$ cat src/rtl/regfile_pkg.sv
// Shared constants, types and helpers for the 2-read/1-write register file.
package regfile_pkg;

  localparam int DATA_W_DEF = 16;
  localparam int DEPTH_DEF  = 8;

  // Index width for a given register count. A depth of 1 still gets a
  // 1-bit index so that the port is never zero-width.
  function automatic int idx_width(input int depth);
    return (depth > 1) ? $clog2(depth) : 1;
  endfunction

  typedef logic [DATA_W_DEF-1:0] word_t;

endpackage

$ cat src/rtl/regfile_dec.sv
// IDX_W-to-DEPTH one-hot decoder. An index at or above DEPTH decodes to all
// zeros, so out-of-range writes and reserves touch no register.
module regfile_dec
  import regfile_pkg::*;
#(
  parameter int DEPTH = DEPTH_DEF,
  parameter int IDX_W = idx_width(DEPTH)
) (
  input  logic             en,
  input  logic [IDX_W-1:0] idx,
  output logic [DEPTH-1:0] onehot
);

  // Full-width unsigned compare against every legal index.
  always_comb begin
    onehot = '0;
    for (int i = 0; i < DEPTH; i++)
      onehot[i] = en && (idx == IDX_W'(i));
  end

endmodule

$ cat src/rtl/regfile_2r1w.sv
// Register file: one synchronous write port, two combinational read ports and
// a per-register pending (scoreboard) bit.
// Optional feature macro: REGFILE_BYPASS_EN -- forwards same-cycle write data
// (and the resulting pending state) to a read port addressing the written
// register.
module regfile_2r1w
  import regfile_pkg::*;
#(
  parameter int DATA_W = DATA_W_DEF,
  parameter int DEPTH  = DEPTH_DEF,
  parameter int IDX_W  = idx_width(DEPTH)
) (
  input  logic              clk,
  input  logic              rst_n,
  input  logic              write,
  input  logic [IDX_W-1:0]  writenum,
  input  logic [DATA_W-1:0] data_in,
  input  logic              reserve,
  input  logic [IDX_W-1:0]  reserve_num,
  input  logic [IDX_W-1:0]  readnum_a,
  input  logic [IDX_W-1:0]  readnum_b,
  output logic [DATA_W-1:0] data_out_a,
  output logic [DATA_W-1:0] data_out_b,
  output logic              busy_a,
  output logic              busy_b,
  output logic [DEPTH-1:0]  pending
);

  logic [DEPTH-1:0][DATA_W-1:0] mem;
  logic [DEPTH-1:0]             pend;
  logic [DEPTH-1:0]             wr_oh;
  logic [DEPTH-1:0]             rsv_oh;

  // Per-register view presented to the read muxes (stored or forwarded).
  logic [DEPTH-1:0][DATA_W-1:0] rd_word;
  logic [DEPTH-1:0]             rd_busy;

  regfile_dec #(.DEPTH(DEPTH), .IDX_W(IDX_W)) u_wr_dec (
    .en     (write),
    .idx    (writenum),
    .onehot (wr_oh)
  );

  regfile_dec #(.DEPTH(DEPTH), .IDX_W(IDX_W)) u_rsv_dec (
    .en     (reserve),
    .idx    (reserve_num),
    .onehot (rsv_oh)
  );

  // Storage and scoreboard update; a same-index reserve overrides the clear
  // from the write because the write retires an older producer.
  always_ff @(posedge clk or negedge rst_n) begin
    if (!rst_n) begin
      mem  <= '0;
      pend <= '0;
    end else begin
      for (int i = 0; i < DEPTH; i++) begin
        if (wr_oh[i]) mem[i] <= data_in;
        pend[i] <= rsv_oh[i] | (pend[i] & ~wr_oh[i]);
      end
    end
  end

  // Per-register read value, optionally forwarding this cycle's write.
  always_comb begin
    rd_word = mem;
    rd_busy = pend;
`ifdef REGFILE_BYPASS_EN
    for (int i = 0; i < DEPTH; i++) begin
      // Gated by rst_n so that outputs stay zero while reset is held.
      if (wr_oh[i] && rst_n) begin
        rd_word[i] = data_in;
        rd_busy[i] = rsv_oh[i];
      end
    end
`endif
  end

  // Read muxes; an index with no matching register returns zero / not busy.
  always_comb begin
    data_out_a = '0;
    data_out_b = '0;
    busy_a     = 1'b0;
    busy_b     = 1'b0;
    for (int i = 0; i < DEPTH; i++) begin
      if (readnum_a == IDX_W'(i)) begin
        data_out_a = rd_word[i];
        busy_a     = rd_busy[i];
      end
      if (readnum_b == IDX_W'(i)) begin
        data_out_b = rd_word[i];
        busy_b     = rd_busy[i];
      end
    end
  end

  assign pending = pend;

endmodule

$ cat config.mk
export PLATFORM = sky130hd
export DESIGN_NAME = regfile_2r1w
export DESIGN_NICKNAME = d
export VERILOG_FILES = /design/src/rtl/regfile_pkg.sv /design/src/rtl/regfile_dec.sv /design/src/rtl/regfile_2r1w.sv
export SDC_FILE = /design/constraint.sdc
export NUM_CORES = 1
export LEC_CHECK = 0
export ABC_CLOCK_PERIOD_IN_PS = 1900
export CAP_MARGIN = 20
export CORE_AREA = 2 2 124 126
export DETAILED_ROUTE_END_ITERATION = 10
export DIE_AREA = 0 0 126 128
export HOLD_SLACK_MARGIN = 0.02
export PLACE_DENSITY = 0.76
export SYNTH_ARGS = -nofsm -noshare
export SYNTH_HDL_FRONTEND = slang
export SYNTH_SLANG_ARGS = --single-unit
$ cat constraint.sdc
create_clock -name clk -period 1.9 [get_ports clk]
set_input_delay 0.38 -clock clk [delete_from_list [all_inputs] [get_ports clk]]
set_output_delay 0.38 -clock clk [all_outputs]
set_load 0.1 [all_outputs]
==> key figures, run 1 <==
Global route
  • GR Util met2: 55.66%
  • Grt ovf: 0
  • Layer carrying the most global-route usage: met2
  • First-pass GRT wire length: 42680 um
  • Vias in the first global route: 7437
  • Pin count of the biggest net entering global routing: 54
  • Antenna violations before repair: 0
  • Tot GR Track Use: 34.73%
  • Met1 Track Usage GR: 41.62%
  • Met3 Usage GRT: 8.139%

Detailed routing
  • Vias per cell: 7.066
  • Overall via count from detail_route: 7031
  • DRT Pass-1 Iters: 8
  • Avg WL per Cell: 29.41 um
  • Final WL: 29260 um
  • Initial DRC Count: 1080
  • DRC: 0
  • DRT antenna net count: 0

Synthesis
  • Synth top cells by count: dfrtp_1 (136), mux2_2 (124), mux2i_1 (34)
  • Simple-gate area share of the yosys netlist: 7.271%
  • XOR/XNOR Fraction of Synth Area: 0%
  • Ys flop type: dfrtp_1
  • Synth Area in Compound Gates: 16.75%
  • Fraction of registers with async set or reset after synthesis: 100.0%
  • Syn_nets: 681
  • Yosys top cell by area: dfrtp_1
  • EDFF count, synth: 0
  • Post-synthesis cell count: 649
  • Multiplexer share of the synthesized area: 26.00%
  • Syn Std Cell Area: 0.007589 mm^2
  • Post-synthesis area per instance: 11.69 um^2
  • Cell with the most instances after synthesis: dfrtp_1
  • Netlist cell types: 45
  • Sequential share of the synthesized area: 44.85%
  • FF+latch count, synth: 136
  • Synth Warn #: 0
  • Area contributors post-synth: dfrtp_1 (45%), mux2_2 (18%), mux2i_1 (4.5%)
  • Area share of fa/ha/maj cells after synthesis: 0%
  • Main combinational cell family by area after synthesis: multiplexers
  • Yosys top cell area share: 44.85%

Clocking
  • Clk buf depth: 2
  • H-tree levels: 4
  • Clock Sinks: 136
  • Clk Latency, worst-skew pair: 0.43 ns
  • CTS tree: built
  • Clock-pin slew on the worst setup and hold paths: 0.07 ns
  • Clock Tree Root: clkbuf_16
  • Number of CTS-inserted buffers: 17

Floorplanning
  • Row Count: 45
  • Die X: 126 um
  • Die H: 128 um
  • Initial core utilization: 51.05%
  • Core region area: 0.01486 mm^2
  • Total die area: 0.01613 mm^2
  • I/O Pins: 74

Timing
  • Max Clk Rate: 0.3528 GHz
  • Clock Skew: 0 ns
  • Setup WS post-layout: -0.9347 ns
  • Pin slew with the least headroom to its limit: 0.8426 ns
  • Rel. slew slack: 43.83%
  • Tcrit/Tclk final: 149.2%
  • Max Slew Vio Count: 0
  • Fin. Hold Viols: 0
  • RSZ-0062 raised after global routing: true
  • TNS Setup: -12.96 ns
  • Final Critical Period: 2.835 ns
  • Count of final setup violators: 34

Worst setup path
  • Crit-path max FO: 2
  • RR Startpoint: mem[36]
  • R2R cell count: 3
  • Setup CP Type: reg -> out
  • Critical R2R Capture: mem[36]
  • Worst setup path start: mem[71]
  • Critical path arrival: 2.45 ns
  • Crit path to: data_out_a[7]
  • Crit path launch type: register
  • Critical path endpoint category: output pin
  • Setup slack, reg-to-reg: 0.84 ns
  • Crit path required time: 1.52 ns

Min path
  • Hold WC Path Type: in -> async

Placed design
  • Routability cong.: 0.9005
  • Pre-CTS worst setup slack: -0.8233 ns
  • Final HPWL DP: 14650 um
  • PortBufs: 73

Cells and area
  • NumNets Final: 827
  • Share of cells above drive strength 1: 53.16%
  • Area Overhead vs Synth: 48.59%
  • # diodes: 0

Outcome
  • Status: finished with violations
  • Failing checks: setup timing

Pwr
  • Static Leak: 4.889 nW
  • VDD IR max: 0.0007998 V
  • Power Density: 1159 mW/mm^2

Job
  • Total of max-cap violations: 0
-- worst min path at each step --
| stage | startpoint | to | slack, ns | depth (start not counted) |
|---|---|---|---|---|
| 5_1_grt | rst_n | mem[80] | 0.37 | 2 |
| 3_3_place_gp | rst_n | mem[113] | 0.25 | 1 |
| 2_1_floorplan | rst_n | mem[0] | 0.08 | 0 |
| 4_1_cts | rst_n | mem[48] | 0.35 | 2 |
| 3_5_place_dp | rst_n | mem[113] | 0.25 | 1 |
| 6_report | rst_n | mem[127] | 0.36 | 2 |
-- sequential cells by signal, summed over array words and instances, names as in the netlist --
| signal | count |
|---|---|
| mem | 128 |
| pending | 8 |
-- worst max-delay path, stage by stage (launching register included) --
cell and delay (ns):
dfrtp_1 0.39, or2_4 0.24, a222oi_1 0.71, o21ai_1 0.20
a22o_4 0.30, buf_12 0.17
-- final cells by class --
cell class | instances | area [um^2]
fill | 799 | 3588
tap | 188 | 235.2
clock inverter | 12 | 197.7
sequential | 136 | 3422
multi-input combinational | 436 | 4437
inverter | 19 | 71.32
timing repair buffer | 185 | 2460
clock buffer | 19 | 452.9
-- kinds of logic after synthesis --
logic type,after synthesis
AO/OA/AOI/OAI,171
flip-flops,136
multiplexers,173
buffers and inverters,77
AND/OR/NAND/NOR,92
-- report_power, final --
| group | internal [mW] | total, mW | switching (mW) |
|---|---|---|---|
| Sequential | 3.55 | 4.22 | 0.667 |
| Combinational | 2.31 | 5.13 | 2.82 |
| Clock | 2.39 | 3.72 | 1.33 |
-- layout by cell type, fill, tap and decap left out, types with 6 or more instances in the layout --
cell type	instances
mux2_2	121
a2bb2oi_2	8
nand3_1	16
buf_6	12
buf_4	71
clkdlybuf4s50_1	24
inv_1	19
buf_12	65
mux2_1	9
dfrtp_2	12
o211ai_1	11
mux2i_1	32
a22oi_1	12
dfrtp_1	123
or2_4	11
o31a_4	13
o21ai_1	15
a2bb2oi_1	6
a221oi_4	8
o21ai_0	20
o21a_1	15
nand2_1	22
a222oi_1	15
a21oi_2	10
a22o_4	16
mux4_2	6
clkbuf_16	17
nor2_1	14
-- metrics by stage --
| step | instance area [um^2] | hold slack [ns] | utilization (%) | total power [mW] | std cells |
|---|---|---|---|---|---|
| after global placement | 9754 | 0.2528 | 65.62 | 8.441 | 922 |
| after global routing | 11280 | 0.3715 | 75.86 | 13.38 | 995 |
| after detailed placement | 9754 | 0.2531 | 65.62 | 8.605 | 922 |
| final | 11280 | 0.3552 | 75.86 | 13.07 | 995 |
| after CTS | 11060 | 0.3526 | 74.40 | 12.59 | 989 |
| after floorplan | 7988 | 0.08441 | - | 7.036 | 649 |
-- routing by layer --
| metal | share of wire [%] | vias to the layer above |
|---|---|---|
| met2 | 47 | 602 |
| li1 | - | 2768 |
| met3 | 10 | 211 |
| met4 | 7.3 | 0 |
| met5 | 0 | - |
| met1 | 35 | 3450 |
-- repair_timing --
action                     4_1_cts  5_1_grt
setup endpoints to repair       34       34
pin swaps                       50       23
hold buffers                     1        0
cloned                           6        0
resized for setup               74       37
hold endpoints to repair        11        0
buffers inserted                29        9
(Power assumes the default switching activity.)
==> run 2, diff against run 1 <==
Settings changed: CORE_AREA 2 2 124 126 to 2 2 112 141, DIE_AREA 0 0 126 128 to 0 0 114 143, PLACE_DENSITY 0.76 to 0.75.
==> key figures, run 2 (synthesized netlist as in run 1, its figures left out) <==
Worst setup path
  • Setup slack, reg-to-reg: 0.85 ns (about the same)
  • CP peak stage delay: 0.38 ns (-0.33 ns)
  • Critical path arrival: 2.06 ns (-0.39 ns)
  • Crit path required time: 1.52 ns (about the same)
  • Setup CP Type: reg -> out
  • Critical R2R Capture: mem[111]
  • RR Startpoint: mem[111]
  • Crit path launch type: register
  • Slowest CP cell: a222oi_1
  • R2R cell count: 3 (unchanged)
  • CP Cell Sequence: or2_1 -> a222oi_1 -> o21ai_1 -> a22o_4 -> buf_12
  • Crit-path max FO: 2 (unchanged)
  • Critical path endpoint category: output pin

Timing
  • Pin slew with the least headroom to its limit: 0.5703 ns (-0.2723 ns)
  • RSZ-0062 raised after global routing: true
  • Final Critical Period: 2.444 ns (-0.3905 ns)
  • Fin. Hold Viols: 0 (unchanged)
  • Count of final setup violators: 34 (unchanged)
  • Clock Skew: 0 ns (unchanged)
  • Tcrit/Tclk final: 128.6% (-21 points)
  • Fin Hold WS: 0.4795 ns (+0.1243 ns)
  • Max Clk Rate: 0.4091 GHz (+16%)
  • Max Slew Vio Count: 0 (unchanged)
  • Setup WS post-layout: -0.5442 ns (+0.3905 ns)
  • TNS Setup: -12.38 ns (+0.5713 ns)
  • Rel. slew slack: 61.90% (+18 points)

Detailed routing
  • Vias per cell: 6.884 (-2.6%)
  • DRT antenna net count: 0 (unchanged)
  • Avg WL per Cell: 27.59 um (-6.2%)
  • Overall via count from detail_route: 6808 (-3.2%)
  • DRC: 0 (unchanged)
  • Final WL: 27290 um (-6.7%)
  • DRT Pass-1 Iters: 8 (unchanged)
  • Initial DRC Count: 730 (-32%)

Cells and area
  • Commonest non-fill, non-tap cell in the layout: dfrtp_1
  • Largest register FFs: 128 (unchanged)
  • Most frequent cells in the layout: dfrtp_1 (122), mux2_2 (121), buf_4 (67), buf_12 (66), mux2i_1 (34)
  • Biggest register: mem
  • Share of cells above drive strength 1: 52.79% (-0.37 points)
  • Area Overhead vs Synth: 48.11%
  • NumNets Final: 826 (-0.12%)
  • Fillers: 834 (+4.4%)
  • # diodes: 0 (unchanged)

Placed design
  • Routability cong.: 0.9093 (+0.98%)
  • Final HPWL DP: 14970 um (+2.2%)
  • PortBufs: 73 (unchanged)

Floorplanning
  • Total die area: 0.01630 mm^2 (+1.1%)
  • I/O Pins: 74 (unchanged)
  • Die H: 143 um (+12%)
  • Core region area: 0.01489 mm^2 (+0.17%)
  • Row Count: 50 (+11%)
  • Initial core utilization: 50.97% (-0.086 points)
  • Die X: 114 um (-9.5%)

Global route
  • Pin count of the biggest net entering global routing: 39 (-28%)
  • First-pass GRT wire length: 40700 um (-4.7%)
  • Grt ovf: 0 (unchanged)
  • Tot GR Track Use: 33.48% (-1.3 points)
  • Vias in the first global route: 7311 (-1.7%)
  • Antenna violations before repair: 0 (unchanged)

Clocking
  • Clock-pin slew on the worst setup and hold paths: 0.06 ns (about the same)
  • Clk buf depth: 2 (unchanged)
  • H-tree levels: 4 (unchanged)
  • Clk Latency, worst-skew pair: 0.44 ns (about the same)
  • Clock Sinks: 136 (unchanged)
  • CTS tree: built
  • Number of CTS-inserted buffers: 17 (unchanged)
  • Clock Tree Root: clkbuf_16

Pwr
  • VDD IR max: 0.0006391 V (-20%)
  • Static Leak: 4.887 nW (about the same)
  • Power Density: 1159 mW/mm^2 (about the same)

Job
  • Total of max-cap violations: 0 (unchanged)

Outcome
  • Failing checks: setup timing
  • Status: finished with violations

Min path
  • Hold WC Path Type: in -> async
## run 2: cell count changes in the layout (fill, tap and decap cells not counted), sizes merged
cell	before	now
clkbuf	19	21
bufbuf	1	2
buf	159	157
clkinv	4	3
## run 2: per-stage QoR
step | std cells | cell area, um^2 | utilization (%) | setup slack (ns) | total power [mW]
final | 989 | 11240 | 75.49 | -0.5442 | 13.03
after global routing | 989 | 11240 | 75.49 | -0.6177 | 13.40
after CTS | 981 | 11030 | 74.07 | -0.4751 | 12.67
after detailed placement | 912 | 9742 | 65.43 | -0.8548 | 8.607
after global placement | 912 | 9742 | 65.43 | -0.8567 | 8.441
after floorplan | 649 | 7988 | - | -0.1700 | 7.036
## run 2: layout make-up
cell class / count / area, um^2 / share of cell area [%]
Inverter: 19 / 71.32 / 0.6345
Sequential cell: 136 / 3423 / 30.46
Timing Repair Buffer: 184 / 2439 / 21.70
Multi-Input combinational cell: 436 / 4415 / 39.29
Clock inverter: 11 / 192.7 / 1.714
Clock buffer: 21 / 470.5 / 4.186
Tap cell: 182 / 227.7 / 2.026
## run 2: critical path, delay by kind of cell, from the launching register on
family | cells | cell delay, ns
AND/OR/NAND/NOR | 1 | 0.22
buffers and inverters | 1 | 0.16
flip-flops | 1 | 0.37
AO/OA/AOI/OAI | 3 | 0.88
## run 2: where the power goes
group | internal, mW | switching (mW)
Sequential | 3.55 | 0.623
Clock | 2.43 | 1.32
Combinational | 2.33 | 2.78
Total | 8.32 | 4.71
## run 2: routing by layer
layer	track usage (%)	vias to the layer above	wire, um
met3	6.367	161	2169
met1	38.04	3389	9599
met5	0	-	0
met4	24.52	0	1858
li1	-	2767	-
met2	56.05	491	13660
## run 2: repair_timing
action | CTS | global route
endpoints found under the setup margin | 34 | 34
hold endpoints to repair | 35 | 0
pin swaps | 63 | 47
hold buffers | 1 | 0
setup buffers | 33 | 14
gates resized for setup | 75 | 33
cloned | 3 | 0
## run 2: how the worst max path moves through the flow
stage,startpoint,end,slack [ns],depth (start not counted)
final,mem[67],data_out_a[3],-0.54,5
after global routing,mem[67],data_out_a[3],-0.62,5
after CTS,mem[77],data_out_a[13],-0.48,5
after detailed placement,readnum_b[2],data_out_b[9],-0.85,7
after global placement,readnum_b[2],data_out_b[3],-0.86,8
after floorplan,readnum_b[2],data_out_b[6],-0.17,7
==> run 3, diff against run 2 <==
Settings changed: MAX_ROUTING_LAYER set to met4.
==> key figures, run 3 (synthesized netlist as in run 1, its figures left out) <==
Timing
  • Max Clk Rate: 0.4084 GHz (-0.17%)
  • Setup WS post-layout: -0.5485 ns (-0.004268 ns)
  • Fin. Hold Viols: 0 (unchanged)
  • Pin slew with the least headroom to its limit: 0.5691 ns (-0.001249 ns)
  • Tcrit/Tclk final: 128.9% (+0.22 points)
  • Final Critical Period: 2.448 ns (+0.004268 ns)
  • TNS Setup: -12.28 ns (+0.1045 ns)
  • Count of final setup violators: 34 (unchanged)
  • Clock Skew: 0 ns (unchanged)
  • RSZ-0062 raised after global routing: true
  • Rel. slew slack: 62.06% (+0.16 points)
  • Max Slew Vio Count: 0 (unchanged)

Placed design
  • Routability cong.: 0.9254 (+1.8%)
  • PortBufs: 73 (unchanged)
  • Final HPWL DP: 14970 um (unchanged)

Global route
  • Vias in the first global route: 7304 (-0.096%)
  • Antenna violations before repair: 0 (unchanged)
  • Tot GR Track Use: 34.58% (+1.1 points)
  • First-pass GRT wire length: 40790 um (+0.24%)
  • Grt ovf: 0 (unchanged)
  • Pin count of the biggest net entering global routing: 39 (unchanged)

Cells and area
  • NumNets Final: 826 (unchanged)
  • Share of cells above drive strength 1: 52.91% (+0.12 points)
  • # diodes: 0 (unchanged)
  • Commonest non-fill, non-tap cell in the layout: dfrtp_1
  • Biggest register: mem
  • Core Util, Final: 75.51% (about the same)
  • Area Overhead vs Synth: 48.16% (about the same)
  • Largest register FFs: 128 (unchanged)
  • Most frequent cells in the layout: dfrtp_1 (122), mux2_2 (121), buf_4 (67), buf_12 (66), mux2i_1 (33)

Outcome
  • Status: finished with violations
  • Failing checks: setup timing

Pwr
  • Power Density: 1160 mW/mm^2 (about the same)
  • VDD IR max: 0.0006394 V (about the same)
  • Static Leak: 4.886 nW (about the same)

Floorplanning
  • Die H: 143 um (unchanged)
  • Initial core utilization: 50.97% (unchanged)
  • Core region area: 0.01489 mm^2 (unchanged)
  • Row Count: 50 (unchanged)
  • I/O Pins: 74 (unchanged)
  • Total die area: 0.01630 mm^2 (unchanged)
  • Die X: 114 um (unchanged)

Worst setup path
  • CP peak stage delay: 0.39 ns (about the same)
  • Critical path endpoint category: output pin
  • Setup CP Type: reg -> out
  • Slowest CP cell: a222oi_1
  • Crit path launch type: register
  • CP Cell Sequence: or2_1 -> a222oi_1 -> o21ai_1 -> a22o_4 -> buf_12
  • Crit path required time: 1.52 ns (about the same)
  • Crit-path leading delay family: compound AO/OA/AOI/OAI gates
  • WP buf/inv: 1 (unchanged)
  • Crit-path max FO: 2 (unchanged)
  • Critical path arrival: 2.07 ns (about the same)

Clocking
  • Clock-pin slew on the worst setup and hold paths: 0.06 ns (about the same)
  • CTS tree: built
  • Clk Latency, worst-skew pair: 0.44 ns (about the same)
  • Clock Sinks: 136 (unchanged)
  • H-tree levels: 4 (unchanged)
  • Number of CTS-inserted buffers: 17 (unchanged)
  • Clk buf depth: 2 (unchanged)
  • Clock Tree Root: clkbuf_16

Job
  • Total of max-cap violations: 0 (unchanged)

Detailed routing
  • Initial DRC Count: 720 (-1.4%)
  • Vias per cell: 6.925 (+0.60%)
  • DRT antenna net count: 0 (unchanged)
  • DRT Pass-1 Iters: 9 (+1)
  • Avg WL per Cell: 27.79 um (+0.71%)
  • DRC: 0 (unchanged)
  • Final WL: 27490 um (+0.71%)
  • Overall via count from detail_route: 6849 (+0.60%)

Min path
  • Hold WC Path Type: in -> async
-- run 3: final timing paths --
path	start	end	slack [ns]	cells after the start
min	rst_n	mem[119]	0.48	2
min reg2reg	mem[108]	mem[108]	0.51	1
min in group clk	mem[108]	mem[108]	0.51	1
max reg2reg	mem[111]	mem[111]	0.85	3
max	mem[67]	data_out_a[3]	-0.55	5
max in group asynchronous	rst_n	mem[32]	0.80	3
-- run 3: power breakdown --
group	leakage [nW]	switching, mW	internal [mW]	total (mW)
Sequential	1.61	0.624	3.55	4.17
Clock	0.320	1.31	2.43	3.75
Combinational	2.95	2.78	2.33	5.12
Total	4.89	4.72	8.32	13.0
-- run 3: final cells by class --
type                    instances  area [um^2]
multi-input cells             436         4419
fillers                       837         3646
flip-flops and latches        136         3423
repair buffers                184         2439
clock buffers                  21        470.5
well taps                     182        227.7
clock inverters                11        192.7
inverters                      19        71.32
-- run 3: metal layers --
metal	vias up	part of all wire [%]	GRT usage, %
met2	516	50	55.95
met4	0	6.4	24.52
li1	2771	-	-
met5	-	0	-
met1	3411	35	38.49
met3	151	8.6	6.324
-- run 3: timing repair --
action                                 4_1_cts  5_1_grt
endpoints found under the hold margin       35        0
hold buffers                                 1        0
pin swaps                                   63       51
resized for setup                           75       34
gates cloned                                 3        0
buffers inserted                            33       14
setup endpoints to repair                   34       34
-- run 3: stage by stage --
step	cells	worst slack (ns)	hold slack [ns]	area, um^2	power [mW]
global placement	912	-0.8567	0.3858	9742	8.441
floorplan	649	-0.1700	0.08441	7988	7.036
global route	989	-0.6162	0.5273	11240	13.42
finish	989	-0.5485	0.4786	11240	13.04
CTS	981	-0.4751	0.4917	11030	12.67
detailed placement	912	-0.8548	0.4007	9742	8.607
